===== src/rtl/catch_judge.sv =====
`default_nettype none
// ============================================================================
// Module   : catch_judge
// Purpose  : Decides catch or miss when the falling ball reaches the wheel
//            rim, keeps a two-digit BCD score and the lives count, and drives
//            the ball datapath controls (new colour, ball reset, speed-up).
// Revision : 1.0 - initial release
// ============================================================================
module catch_judge #(
   parameter logic [6:0] CATCH_Y      = 7'd100,
   parameter logic [1:0] START_LIVES  = 2'd3,
   parameter logic [3:0] SPEEDUP_HITS = 4'd5
) (
   input  logic       clock,
   input  logic       resetn,
   input  logic       game_en,
   input  logic       step,
   input  logic [6:0] ball_y,
   input  logic [2:0] ball_colour,
   input  logic [2:0] wheel_colour,
   output logic [3:0] score_ones,
   output logic [3:0] score_tens,
   output logic [1:0] lives,
   output logic       hit,
   output logic       miss,
   output logic       new_col_en,
   output logic       reset_ball,
   output logic       incr_speed,
   output logic       game_over
);

   typedef enum logic [2:0] {
      IDLE    = 3'd0,
      FALL    = 3'd1,
      JUDGE   = 3'd2,
      HIT     = 3'd3,
      MISS    = 3'd4,
      RESPAWN = 3'd5,
      OVER    = 3'd6
   } state_t;

   state_t     state;
   logic [2:0] ball_latch;
   logic [2:0] wheel_latch;
   logic [3:0] hit_cnt;

   // Game FSM: pulse outputs are registered together with the state they
   // belong to, so each one is high exactly while the FSM sits in that state.
   always_ff @(posedge clock) begin
      if (!resetn) begin
         state       <= IDLE;
         score_ones  <= 4'd0;
         score_tens  <= 4'd0;
         lives       <= 2'd0;
         hit_cnt     <= 4'd0;
         ball_latch  <= 3'd0;
         wheel_latch <= 3'd0;
         hit         <= 1'b0;
         miss        <= 1'b0;
         new_col_en  <= 1'b0;
         reset_ball  <= 1'b0;
         incr_speed  <= 1'b0;
         game_over   <= 1'b0;
      end else begin
         hit        <= 1'b0;
         miss       <= 1'b0;
         new_col_en <= 1'b0;
         reset_ball <= 1'b0;
         incr_speed <= 1'b0;
         game_over  <= 1'b0;
         case (state)
            IDLE: begin
               // Score and lives are held here so the final score stays shown
               if (game_en) begin
                  score_ones <= 4'd0;
                  score_tens <= 4'd0;
                  lives      <= START_LIVES;
                  hit_cnt    <= 4'd0;
                  state      <= FALL;
               end
            end
            FALL: begin
               if (!game_en) begin
                  state <= IDLE;
               end else if (step && (ball_y >= CATCH_Y)) begin
                  // ">=" so a ball that jumps past the rim row is still judged
                  ball_latch  <= ball_colour;
                  wheel_latch <= wheel_colour;
                  state       <= JUDGE;
               end
            end
            JUDGE: begin
               if (!game_en) begin
                  state <= IDLE;
               end else if (ball_latch == wheel_latch) begin
                  hit   <= 1'b1;
                  state <= HIT;
               end else begin
                  miss  <= 1'b1;
                  state <= MISS;
               end
            end
            HIT: begin
               if (!game_en) begin
                  state <= IDLE;
               end else begin
                  // BCD increment saturating at 99
                  if (score_ones == 4'd9) begin
                     if (score_tens != 4'd9) begin
                        score_ones <= 4'd0;
                        score_tens <= score_tens + 4'd1;
                     end
                  end else begin
                     score_ones <= score_ones + 4'd1;
                  end
                  if (hit_cnt == SPEEDUP_HITS - 4'd1) begin
                     hit_cnt    <= 4'd0;
                     incr_speed <= 1'b1;
                  end else begin
                     hit_cnt <= hit_cnt + 4'd1;
                  end
                  reset_ball <= 1'b1;
                  new_col_en <= 1'b1;
                  state      <= RESPAWN;
               end
            end
            MISS: begin
               if (!game_en) begin
                  state <= IDLE;
               end else begin
                  // The hit counter deliberately survives a miss
                  lives <= lives - 2'd1;
                  if (lives == 2'd1) begin
                     game_over <= 1'b1;
                     state     <= OVER;
                  end else begin
                     reset_ball <= 1'b1;
                     new_col_en <= 1'b1;
                     state      <= RESPAWN;
                  end
               end
            end
            RESPAWN: begin
               state <= game_en ? FALL : IDLE;
            end
            OVER: begin
               // Restart needs game_en to go low first
               if (!game_en) begin
                  state <= IDLE;
               end else begin
                  game_over <= 1'b1;
               end
            end
            default: begin
               state <= IDLE;
            end
         endcase
      end
   end

endmodule
`default_nettype wire


===== config.mk =====
export PLATFORM = sky130hd
export DESIGN_NAME = catch_judge
export DESIGN_NICKNAME = d
export VERILOG_FILES = /design/src/rtl/catch_judge.sv
export SDC_FILE = /design/constraint.sdc
export NUM_CORES = 1
export LEC_CHECK = 0
export CELL_PAD_IN_SITES_DETAIL_PLACEMENT = 0
export CELL_PAD_IN_SITES_GLOBAL_PLACEMENT = 1
export CORE_MARGIN = 3
export CORE_UTILIZATION = 37
export CTS_CLUSTER_DIAMETER = 50
export DETAILED_ROUTE_END_ITERATION = 10
export PLACE_DENSITY = 0.76
export SLEW_MARGIN = 5
export SYNTH_ARGS = -nofsm -noshare
export SYNTH_HDL_FRONTEND = slang
export SYNTH_SLANG_ARGS = --single-unit
export TNS_END_PERCENT = 30

===== constraint.sdc =====
create_clock -name clock -period 1.8 [get_ports clock]
set_input_delay 0.45 -clock clock [delete_from_list [all_inputs] [get_ports clock]]
set_output_delay 0.45 -clock clock [all_outputs]
set_load 0.01 [all_outputs]

# Word-level counts from Yosys, hierarchy flattened
# Index checks and enable logic that the tools add are counted.
# W data, S select, Z words.
[totals]
reg_bits = 28
inputBits = 17
output_inout_bits = 16
[op_classes]
n_addsub = 4
order_cmp = 1
n_eq_ne = 19
n_mux = 36
reduce_logical = 12
[ops]
columns = ["op", "n"]
rows = [
  ["$mux W4", 9],
  ["$mux W3", 8],
  ["$pmux W4 S2", 3],
  ["$pmux W3 S7", 1],
  ["$reduce_and A3 Y1", 6],
  ["$add A4 B1 Y4 const B", 3],
  ["$ne A2 B2 Y1 const B", 6],
  ["$eq A3 B3 Y1 const B", 3],
  ["$mux W1", 9],
  ["$ge A7 B7 Y1 const B", 1],
  ["$eq A3 B2 Y1 const B", 2],
  ["$mux W2", 3],
  ["$ne A3 B3 Y1 const B", 2],
  ["$reduce_and A5 Y1", 1],
  ["$eq A4 B3 Y1 const B", 1],
  ["$eq A4 B4 Y1 const B", 1],
  ["$ne A4 B4 Y1 const B", 1],
  ["$pmux W1 S2", 2],
  ["$pmux W2 S2", 1],
  ["$reduce_and A4 Y1", 1],
  ["$reduce_bool A2 Y1", 2],
  ["$eq A3 B1 Y1 const B", 1],
  ["$eq A3 B3 Y1", 1],
  ["$logic_not A3 Y1", 1],
  ["other kinds (3)", 3],
]

# Depth between registers and ports, before layout
# Gate-level depths: netlist (run 1).
[depth]
ltp_word = 5
mapped_depth = 6
ltp_nobuf = 6

# Worst setup path after synthesis (run 1)
# Ideal clock, no wire load.
[synth_timing]
path_kind = "register to register"
startpoint = "register score_tens[1]"
endpoint = "register score_ones[1]"
setup_ns = 0.130
arrival_ns = 1.405
path_slack_ns = 0.265
path_stages_with_launch = 7
n_path_buf = 0
synth_period_minus_slack_ns = 1.535
cell_sequence = "dfxtp_1 > inv_1 > ha_1 > and3b_1 > o31ai_4 > nand2b_1 > a211oi_1"
[synth_via]
elab_chain_len = 3
[synth_lines]
columns = ["item", "line", "rtl"]
rows = [
  ["start, declared", "22", "output logic [3:0] score_tens,"],
  ["start signal, assigned", "111", "score_tens <= score_tens + 4'd1;"],
  ["$ne A4 B4 Y1", "109", "if (score_tens != 4'd9) begin"],
  ["$ne A3 B3 Y1 (no line)", "-", ""],
  ["$reduce_and A4 Y1 (no line)", "-", ""],
  ["end signal, assigned", "114", "score_ones <= score_ones + 4'd1;"],
  ["end, declared", "21", "output logic [3:0] score_ones,"],
]
# No other way between the ends.
# A chain may end at the register's enable or synchronous reset.

# Worst setup path after layout (run 1)
[layout_timing]
startpoint = "register score_ones[3]"
endpoint = "output score_ones[3]"
# No word-level cell between the ends.

==> impl_metrics.env, run 1 <==
export IMPL_outcome="finished, final reports clean"
export IMPL_clk_pin_slew_ns=0.09
export IMPL_grt_pass1_wl_um=4926
export IMPL_slowest_delay_ns=0.58
export IMPL_initial_core_util_pct=38.69
export IMPL_sequentialPowerShare_pct=54.9
export IMPL_synth_warnings=0
export IMPL_fillers=358
export IMPL_p_per_area_nw_per_um2=631.4
export IMPL_setup_slack_ns=0.09535
export IMPL_grt_max_degree=17
export IMPL_via_count=1172
export IMPL_final_util_pct=50.30
export IMPL_synth_top_family_by_area="simple AND/OR/NAND/NOR gates"
export IMPL_areaGrowthSynthToFinish_pct=30.03
export IMPL_dpl_hpwl_um=2248
export IMPL_cp_data_arrival_time_ns=1.25
export IMPL_die_x_um=68.34
export IMPL_r2r_start="state[0]$_SDFFE_PN0P_"
export IMPL_reg2reg_to="score_ones[1]$_SDFFE_PN0P_"
export IMPL_first_pass_iters=4
export IMPL_insertion_delay_ns=0.27
export IMPL_slew_headroom_pct=68.72
export IMPL_cts_buffers=3
export IMPL_crit_end="score_ones[3]"
export IMPL_dieArea_um2=4670
export IMPL_synth_distinct_cells=39
export IMPL_path_cells="clkdlybuf4s50_1"
export IMPL_clock_path_buffers=2
export IMPL_critPathMaxFanout=4
export IMPL_startpoint="score_ones[3]$_SDFFE_PN0P_"
export IMPL_cts_hold_buf=0
export IMPL_antenna_found_initial=0
export IMPL_clock_fmax_mhz=586.6
export IMPL_worst_pin_slew_ns=0.4686
export IMPL_finalSetupViolations=0
export IMPL_start_kind="register"
export IMPL_viasPerCell=5.030
export IMPL_io_buffer_count=30
export IMPL_diodes=0
export IMPL_rsz0062_at_grt="no"
export IMPL_ir_worst_vdd_mv=0.2720
export IMPL_synth_fp_nets=175
export IMPL_synth_seq_cells=28
export IMPL_wl_um=2920
export IMPL_ys_seq_area_share_pct=38.99
export IMPL_die_h_um=68.34
export IMPL_post_drt_wl_per_cell_um=12.53
export IMPL_path_delay_family="buffers and inverters"
export IMPL_place_congestion=0.7102
export IMPL_synth_flop_cell="dfxtp_1"
export IMPL_hold_viol_final=0
export IMPL_antenna_left=0
export IMPL_leakagePower_nw=0.7443
export IMPL_syn_instance_count=151
export IMPL_reg2reg_slack_ns=0.19
export IMPL_cp_slowest_cell="clkdlybuf4s50_1"
export IMPL_p_int_mw=0.9127
export IMPL_fin_tns_setup_ns=0
export IMPL_cts_tree="done"
export IMPL_period_share_pct=94.70
export IMPL_synthAdderAreaFrac_pct=6.092
export IMPL_maxSlewViolCount=0
export IMPL_synth_compound_area_share_pct=9.748
export IMPL_skew_ns=0.001837
export IMPL_pin_count=33
export IMPL_drc=0
export IMPL_p_sw_mw=0.2676
export IMPL_num_rows=22
export IMPL_core_area_um2=3716
export IMPL_ys_async_sr_fraction_pct=0
export IMPL_h_tree_depth=1
export IMPL_end_kind="output pin"
export IMPL_r2r_cells=4
export IMPL_synth_edf_count=0
export IMPL_cts_sinks=28
export IMPL_hp_class="reg2reg"
export IMPL_synth_area_um2=1438
export IMPL_grt_pass1_vias=1110
export IMPL_crit_type="reg2out"
export IMPL_grt_ovfl_total=0
export IMPL_pwr_share_comb_pct=12.4
export IMPL_whs_ns=0.5103
export IMPL_pwr_share_clk_pct=32.7
export IMPL_yosys_area_share_xor_xnor_pct=5.483
export IMPL_grt_util_all_layers_pct=13.89
export IMPL_switching_share_pct=22.67
export IMPL_cts_root_buf="clkbuf_8"
export IMPL_nNetsFinal=210
export IMPL_crit_buf_inv=1
export IMPL_synth_simple_area_share_pct=31.16
export IMPL_drtIter0Drc=19
export IMPL_whs_path_depth=2
export IMPL_crit_cells=1
export IMPL_synthMuxAreaShare_pct=4.178
export IMPL_critPathRequiredTime_ns=1.35
export IMPL_fin_total_pwr_mw=1.180
export IMPL_drive_above_1_share_pct=10.81
export IMPL_cap_violations=0
export IMPL_synth_avg_cell_area_um2=9.521
export IMPL_pre_cts_ws_ns=-0.1850
export IMPL_layout_min_cycle_time_ns=1.705
==> cell type report <==
class	instances	area, µm²	area share (%)
multi-input cells	110	814.5	43.57
flip-flops and latches	28	561.8	30.05
repair buffers	37	355.3	19.01
well taps	48	60.06	3.213
clock buffers	4	55.05	2.945
inverters	6	22.52	1.205
==> cell families after synthesis <==
family | after synthesis
xor gates and xnor gates | 9
and+or+nand+nor | 70
DFF | 28
buffers and inverters | 13
muxes | 6
adders and majority gates | 7
AOI/OAI and AO/OA | 18
==> metrics by stage <==
step | area [µm²] | instances
floorplan | 1438 | 151
global placement | 1810 | 229
detailed placement | 1810 | 229
CTS | 1866 | 233
global route | 1869 | 233
finish | 1869 | 233
==> worst min-delay path by stage <==
stage / startpoint / to
after floorplan: hit_cnt[0]$_SDFFE_PN0P_ / hit_cnt[0]$_SDFFE_PN0P_
after global placement: hit_cnt[0]$_SDFFE_PN0P_ / hit_cnt[0]$_SDFFE_PN0P_
after detailed placement: hit_cnt[0]$_SDFFE_PN0P_ / hit_cnt[0]$_SDFFE_PN0P_
after CTS: hit_cnt[0]$_SDFFE_PN0P_ / hit_cnt[0]$_SDFFE_PN0P_
after global routing: hit_cnt[0]$_SDFFE_PN0P_ / hit_cnt[0]$_SDFFE_PN0P_
final: hit_cnt[0]$_SDFFE_PN0P_ / hit_cnt[0]$_SDFFE_PN0P_
==> registers in the layout (all words and copies together) (netlist names) <==
register,count
hit_cnt,4
score_ones,4
score_tens,4
ball_latch,3
state,3
wheel_latch,3
lives,2
game_over,1
hit,1
incr_speed,1
miss,1
reset_ball,1
==> power by group through the flow <==
stage | Sequential, mW | Combinational, mW | Clock, mW
global placement | 0.662 | 0.143 | 0
detailed placement | 0.662 | 0.148 | 0
CTS | 0.648 | 0.149 | 0.402
finish | 0.648 | 0.147 | 0.386
floorplan | 0.662 | 0.0717 | 0
global route | 0.651 | 0.161 | 0.431
==> synth_stat cells (2+ instances only) <==
cell type | n | share of area [%]
nand3_1 | 6 | 2.1
buf_2 | 2 | 0.70
nand3b_1 | 2 | 1.0
nand4_1 | 2 | 0.87
buf_4 | 3 | 1.6
nor2b_1 | 13 | 5.7
a31oi_1 | 2 | 0.87
nand2_1 | 6 | 1.6
mux2i_1 | 6 | 4.2
and3b_1 | 2 | 1.2
and3_1 | 2 | 0.87
nand2b_1 | 5 | 2.2
ha_1 | 7 | 6.1
nor2_1 | 14 | 3.7
a211oi_1 | 2 | 1.0
a21oi_1 | 4 | 1.4
dfxtp_1 | 28 | 39
a22oi_1 | 2 | 1.0
xnor2_1 | 8 | 4.9
nand4b_1 | 3 | 1.8
and4b_1 | 4 | 2.8
inv_1 | 6 | 1.6
nor4_2 | 2 | 1.7
clkbuf_1 | 2 | 0.52
o21ai_0 | 4 | 1.4
==> layer usage <==
metal / global-route usage [%] / up-vias / share of wire [%]
li1: - / 596 / -
met1: 17.16 / 550 / 45
met2: 23.23 / 24 / 48
met3: 3.284 / 2 / 5.8
met4: 5.211 / 0 / 0.82
met5: 0 / - / 0
==> what timing repair did <==
action                     CTS  global route
setup buffers                0             0
gates resized for setup      0             2
setup endpoints to repair    0             2
==> layout by cell type (no fill, tap or decap), types with 2 or more instances in the layout <==
cell	n
xnor2_1	8
and3b_1	2
o21ai_0	4
nand4b_1	3
dfxtp_1	27
clkbuf_8	4
inv_1	6
a22oi_1	2
ha_1	7
nand4_1	2
nand3b_1	2
a211oi_1	2
nor4_2	2
nand3_1	6
a31oi_1	2
nand2b_1	5
nand2_1	6
buf_4	7
clkdlybuf4s50_1	29
nor2b_1	13
nor2_1	14
mux2i_1	6
and3_1	2
and4b_1	4
a21oi_1	4
No activity file was read; power rests on OpenSTA's default activity.
==> run 2: changes to the inputs <==
--- a/config.mk
+++ b/config.mk
@@ -7,6 +7,7 @@
 export LEC_CHECK = 0
 export CELL_PAD_IN_SITES_DETAIL_PLACEMENT = 0
 export CELL_PAD_IN_SITES_GLOBAL_PLACEMENT = 1
+export CORE_ASPECT_RATIO = 0.9
 export CORE_MARGIN = 3
 export CORE_UTILIZATION = 37
 export CTS_CLUSTER_DIAMETER = 50
==> impl_metrics.env, run 2 (same netlist as run 1, synthesis figures left out) <==
export IMPL_core_area_um2=3553
export IMPL_final_util_pct=52.61
export IMPL_r2r_cells=4
export IMPL_dieArea_um2=4671
export IMPL_clk_pin_slew_ns=0.10
export IMPL_critPathMaxFanout=5
export IMPL_die_h_um=65.14
export IMPL_ctsResizeCount=0
export IMPL_via_count=1166
export IMPL_crit_type="reg2out"
export IMPL_clock_fmax_mhz=574.1
export IMPL_cap_violations=0
export IMPL_hold_viol_final=0
export IMPL_cts_sinks=28
export IMPL_drive_above_1_share_pct=9.783
export IMPL_die_x_um=71.71
export IMPL_insertion_delay_ns=0.27
export IMPL_outcome="finished, final reports clean"
export IMPL_fin_tns_setup_ns=0
export IMPL_clock_path_buffers=2
export IMPL_viasPerCell=5.114
export IMPL_p_per_area_nw_per_um2=689.3
export IMPL_end_kind="output pin"
export IMPL_place_congestion=0.7126
export IMPL_period_share_pct=96.77
export IMPL_whs_path_depth=2
export IMPL_diodes=0
export IMPL_h_tree_depth=1
export IMPL_hold_path_startpoint="hit_cnt[0]$_SDFFE_PN0P_"
export IMPL_post_drt_wl_per_cell_um=13.10
export IMPL_rsz0062_at_grt="no"
export IMPL_antenna_found_initial=0
export IMPL_place_inst=224
export IMPL_layout_min_cycle_time_ns=1.742
export IMPL_pin_count=33
export IMPL_mostFrequentLayoutCell="clkdlybuf4s50_1"
export IMPL_start_kind="register"
export IMPL_reg2reg_slack_ns=0.17
export IMPL_crit_buf_inv=1
export IMPL_critPathRequiredTime_ns=1.35
export IMPL_path_delay_family="buffers and inverters"
export IMPL_leakagePower_nw=0.7292
export IMPL_grt_ovfl_total=0
export IMPL_top_regs="hit_cnt: 4 flops, score_ones: 4 flops, score_tens: 4 flops"
export IMPL_cts_root_buf="clkbuf_8"
export IMPL_cts_buffers=3
export IMPL_io_buffer_count=30
export IMPL_cp_slowest_cell="clkdlybuf4s50_1"
export IMPL_postCtsSetupRepairBufs=0
export IMPL_final_cell_mix="clkdlybuf4s50_1, dfxtp_1, nor2_1, nor2b_1, xnor2_1"
export IMPL_grt_pass1_wl_um=5154
export IMPL_drc=0
export IMPL_finalSetupViolations=0
export IMPL_maxSlewViolCount=0
export IMPL_r2r_start="state[0]$_SDFFE_PN0P_"
export IMPL_cp_data_arrival_time_ns=1.29
export IMPL_nNetsFinal=209
export IMPL_whs_endpoint="hit_cnt[0]$_SDFFE_PN0P_"
export IMPL_slowest_delay_ns=0.58
export IMPL_areaGrowthSynthToFinish_pct=30.03
export IMPL_grt_max_degree=17
export IMPL_ir_worst_vdd_mv=0.5440
export IMPL_hp_class="reg2reg"
export IMPL_initial_core_util_pct=40.46
export IMPL_num_rows=20
export IMPL_antenna_left=0
export IMPL_cts_tree="done"
export IMPL_cts_hold_buf=0
export IMPL_skew_ns=0.005377
export IMPL_whs_ns=0.5090
export IMPL_wl_um=2986
export IMPL_path_cells="clkdlybuf4s50_1"
export IMPL_drtIter0Drc=61
export IMPL_grt_pass1_vias=1160
export IMPL_fin_cells=228
export IMPL_reg2reg_to="score_ones[1]$_SDFFE_PN0P_"
export IMPL_worst_pin_slew_ns=0.4732
export IMPL_dpl_hpwl_um=2249
export IMPL_slew_headroom_pct=68.41
export IMPL_first_pass_iters=4
export IMPL_grt_util_all_layers_pct=13.80
-- run 2: cell types whose count changed in the layout (fill, tap and decap cells not counted) --
cell             before  now
dfxtp_1              27   28
dlymetal6s2s_1        1    0
clkbuf_8              4    3
bufinv_16             0    1
clkdlybuf4s50_1      29   30
buf_4                 7    6
dfxtp_2               1    0
-- run 2: area by class of cell --
class	count	area, µm²
Clock buffer	3	41.29
Clock inverter	1	30.03
Fill cell	325	1684
Inverter	6	22.52
Multi-Input combinational cell	110	814.5
Sequential cell	28	560.5
Tap cell	44	55.05
Timing Repair Buffer	36	345.3
-- run 2: per-layer routing --
layer	part of all wire, %	up-vias	wire [µm]	global-route usage (%)
met5	0	-	0	0
met4	0.67	0	20	2.113
met3	4.8	2	144	4.281
met2	48	21	1439	24.31
met1	46	551	1382	16.78
li1	-	592	-	-
-- run 2: worst min-delay path: cells and delay by family (launching register included) --
kind | cells | cell delay, ns
AO/OA/AOI/OAI | 1 | 0.06
flip-flops | 1 | 0.35
AND/OR/NAND/NOR | 1 | 0.06
-- run 2: worst max path at each step --
stage	start	to	slack, ns	depth (start not counted)
after floorplan	score_tens[1]$_SDFFE_PN0P_	score_ones[1]$_SDFFE_PN0P_	0.27	6
after global placement	game_en	score_ones[1]$_SDFFE_PN0P_	-0.19	5
after detailed placement	game_en	score_ones[0]$_SDFFE_PN0P_	-0.19	5
after CTS	score_ones[0]$_SDFFE_PN0P_	score_ones[0]	0.05	1
after global routing	game_en	hit_cnt[0]$_SDFFE_PN0P_	0.01	6
final	score_ones[0]$_SDFFE_PN0P_	score_ones[0]	0.06	1
-- run 2: per-stage QoR --
stage / setup WS, ns / power, mW / cell area [µm²]
floorplan: 0.2652 / 0.7342 / 1438
global placement: -0.1855 / 0.8029 / 1798
detailed placement: -0.1912 / 0.8095 / 1798
CTS: 0.05371 / 1.303 / 1869
global route: 0.01010 / 1.347 / 1869
finish: 0.05812 / 1.288 / 1869
-- run 2: where the power goes --
group | internal (mW) | switching (mW)
combinational | 0.0835 | 0.0596
sequential | 0.631 | 0.0191
clock | 0.298 | 0.197
==> RTL edit, RTL diff (flow settings as in run 1) <==
Re-encode `state_t` (7 states) as one-hot, 7 bits wide.
--- a/src/rtl/catch_judge.sv
+++ b/src/rtl/catch_judge.sv
@@ -30,12 +30,12 @@
 );
 
-   typedef enum logic [2:0] {
-      IDLE    = 3'd0,
-      FALL    = 3'd1,
-      JUDGE   = 3'd2,
-      HIT     = 3'd3,
-      MISS    = 3'd4,
-      RESPAWN = 3'd5,
-      OVER    = 3'd6
+   typedef enum logic [6:0] {
+      IDLE    = 7'b0000001,
+      FALL    = 7'b0000010,
+      JUDGE   = 7'b0000100,
+      HIT     = 7'b0001000,
+      MISS    = 7'b0010000,
+      RESPAWN = 7'b0100000,
+      OVER    = 7'b1000000
    } state_t;
 
Formal check against the unedited RTL: no difference found for any inputs over 10 cycles, from zero or initial values and one cycle with resetn low; not proved beyond that.
==> RTL edit against run 1 <==
- core utilization grew 3.9 points
- setup slack got worse by 14 ps
- clock skew grew 3.8 ps
- area after synthesis up 17%
- sequential cell count grew 4
- power up 23%
- first-iteration DRC count rose to 3.4 times the old value
- cell area is 22% higher
- worst hold slack lost 21 ps
- largest cell class unchanged
- maximum frequency down 0.82%
- clock power is 46% higher
- wire length is 43% higher
==> RTL edit: results <==
set metrics [dict create \
    ys_async_sr_fraction_pct 0 \
    yosysSeqAreaShare_pct 37.9 \
    synth-compound-area-share_pct 16.0 \
    p_leak_nw 0.840 \
    ys_top_cells_by_area "dfxtp_1 (38%), ha_1 (5.2%), nand3_1 (5.0%)" \
    ir_drop_uv 384 \
    status "complete, no violations" \
    synth_nets 226 \
    drive_above_1_share_pct 17.1 \
    synthMuxAreaShare_pct 1.19 \
    grt_util_met2_pct 26.8 \
    drt_iter0_markers 64 \
    diodes 0 \
    clock_latency_ps 280 \
    use_met3_pct 3.83 \
    largest_reg_flops 7 \
    min_from "ball_latch[1]" \
    gp_congestion 0.840 \
    dp_hpwl_um 3100 \
    yosysUniqueCellTypes 47 \
    crit_fanout 5 \
    gr-usage-all-layers_pct 16.6 \
    grt_pass1_wl_um 7110 \
    dp_slack_ps -396 \
    wl_per_cell_um 13.9 \
    crit_arrival_ps 1270 \
    numCtsBuffers 5 \
    synth_fa_ha_area_share_pct 5.19 \
    r2r_start "score_tens[1]" \
    yosys_warnings 0 \
    ff2ff_setup_slack_ps 90 \
    whs_ps 489 \
    setup_viol 0 \
    fin_nets 275 \
    worstMarginPinSlew_ps 366 \
    dr.pass1.iters 6 \
    clockBufferDepth 2 \
    viasPerCell 5.45 \
    internal_power_mw 1.11 \
    clkTransAtPathRegs_ps 70 \
    yosys-top-cells-count "dfxtp_1 (32), nand3_1 (17), o21ai_0 (16)" \
    fin_worst_skew_ps 5.61 \
    synth_xor_area_share_pct 3.11 \
    largest_register "state" \
    crit_start "score_ones[0]" \
    first_global_vias 1620 \
    cts-htree-levels 2 \
    finalCritPeriodShare_pct 95.5 \
    grt_max_degree 17 \
    dpl_cell_area_um2 2150 \
    grt_use_met1_pct 21.2 \
]
## RTL edit: cell count changes after synthesis, sizes merged, moves of 5 or more
cell,change
o21ai,+13
nand2,+5
xnor2,-5
nand3,+11
a21oi,+10
nor2b,-6
## RTL edit: logic make-up after synthesis
kind of cell,Yosys count
compound gates,46
xor+xnor,6
fa+ha+maj,7
buf+inv,21
flops,32
mux,2
simple gates,88
## RTL edit: worst paths after layout
path	depth (start not counted)	endpoint
worst max register to register	6	score_tens[2]
worst min-delay path	2	ball_latch[1]
worst min register to register	2	ball_latch[1]
worst max-delay path	2	score_ones[0]
## RTL edit: cell type report
class,count,area (um2)
sequential,32,641
clock buffer,8,90.1
timing repair buffer,53,472
fill,399,1920
multi-input combinational,149,975
tap,50,62.6
inverter,10,37.5
## RTL edit: metrics by stage
step | power, mW | instances | utilization [%]
after floorplan | 0.817 | 202 | -
after global placement | 0.894 | 293 | 51.2
after detailed placement | 0.898 | 293 | 51.2
after CTS | 1.48 | 302 | 53.8
after global routing | 1.52 | 302 | 54.2
final | 1.45 | 302 | 54.2
## RTL edit: timing repair
action	CTS	global route
buffers inserted	1	0
setup endpoints to repair	7	3
resized for setup	4	4
hold endpoints to repair	0	0
pin swaps	2	0
## RTL edit: power by group through the flow
stage                     combinational, mW  sequential [mW]  clock, mW
after CTS                             0.163            0.724      0.591
after floorplan                      0.0787            0.739          0
after detailed placement              0.158            0.740          0
after global placement                0.155            0.739          0
final                                 0.167            0.725      0.562
after global routing                  0.182            0.725      0.615
## RTL edit: layer usage
layer,wire length [um],vias up
li1,-,822
met1,1880,774
met2,2060,45
met3,188,6
met4,61,0
met5,0,-
## RTL edit: critical path, cell delays in order (launching register included)
cell and delay, ps:
dfxtp_1 330, buf_4 130, clkdlybuf4s50_1 530
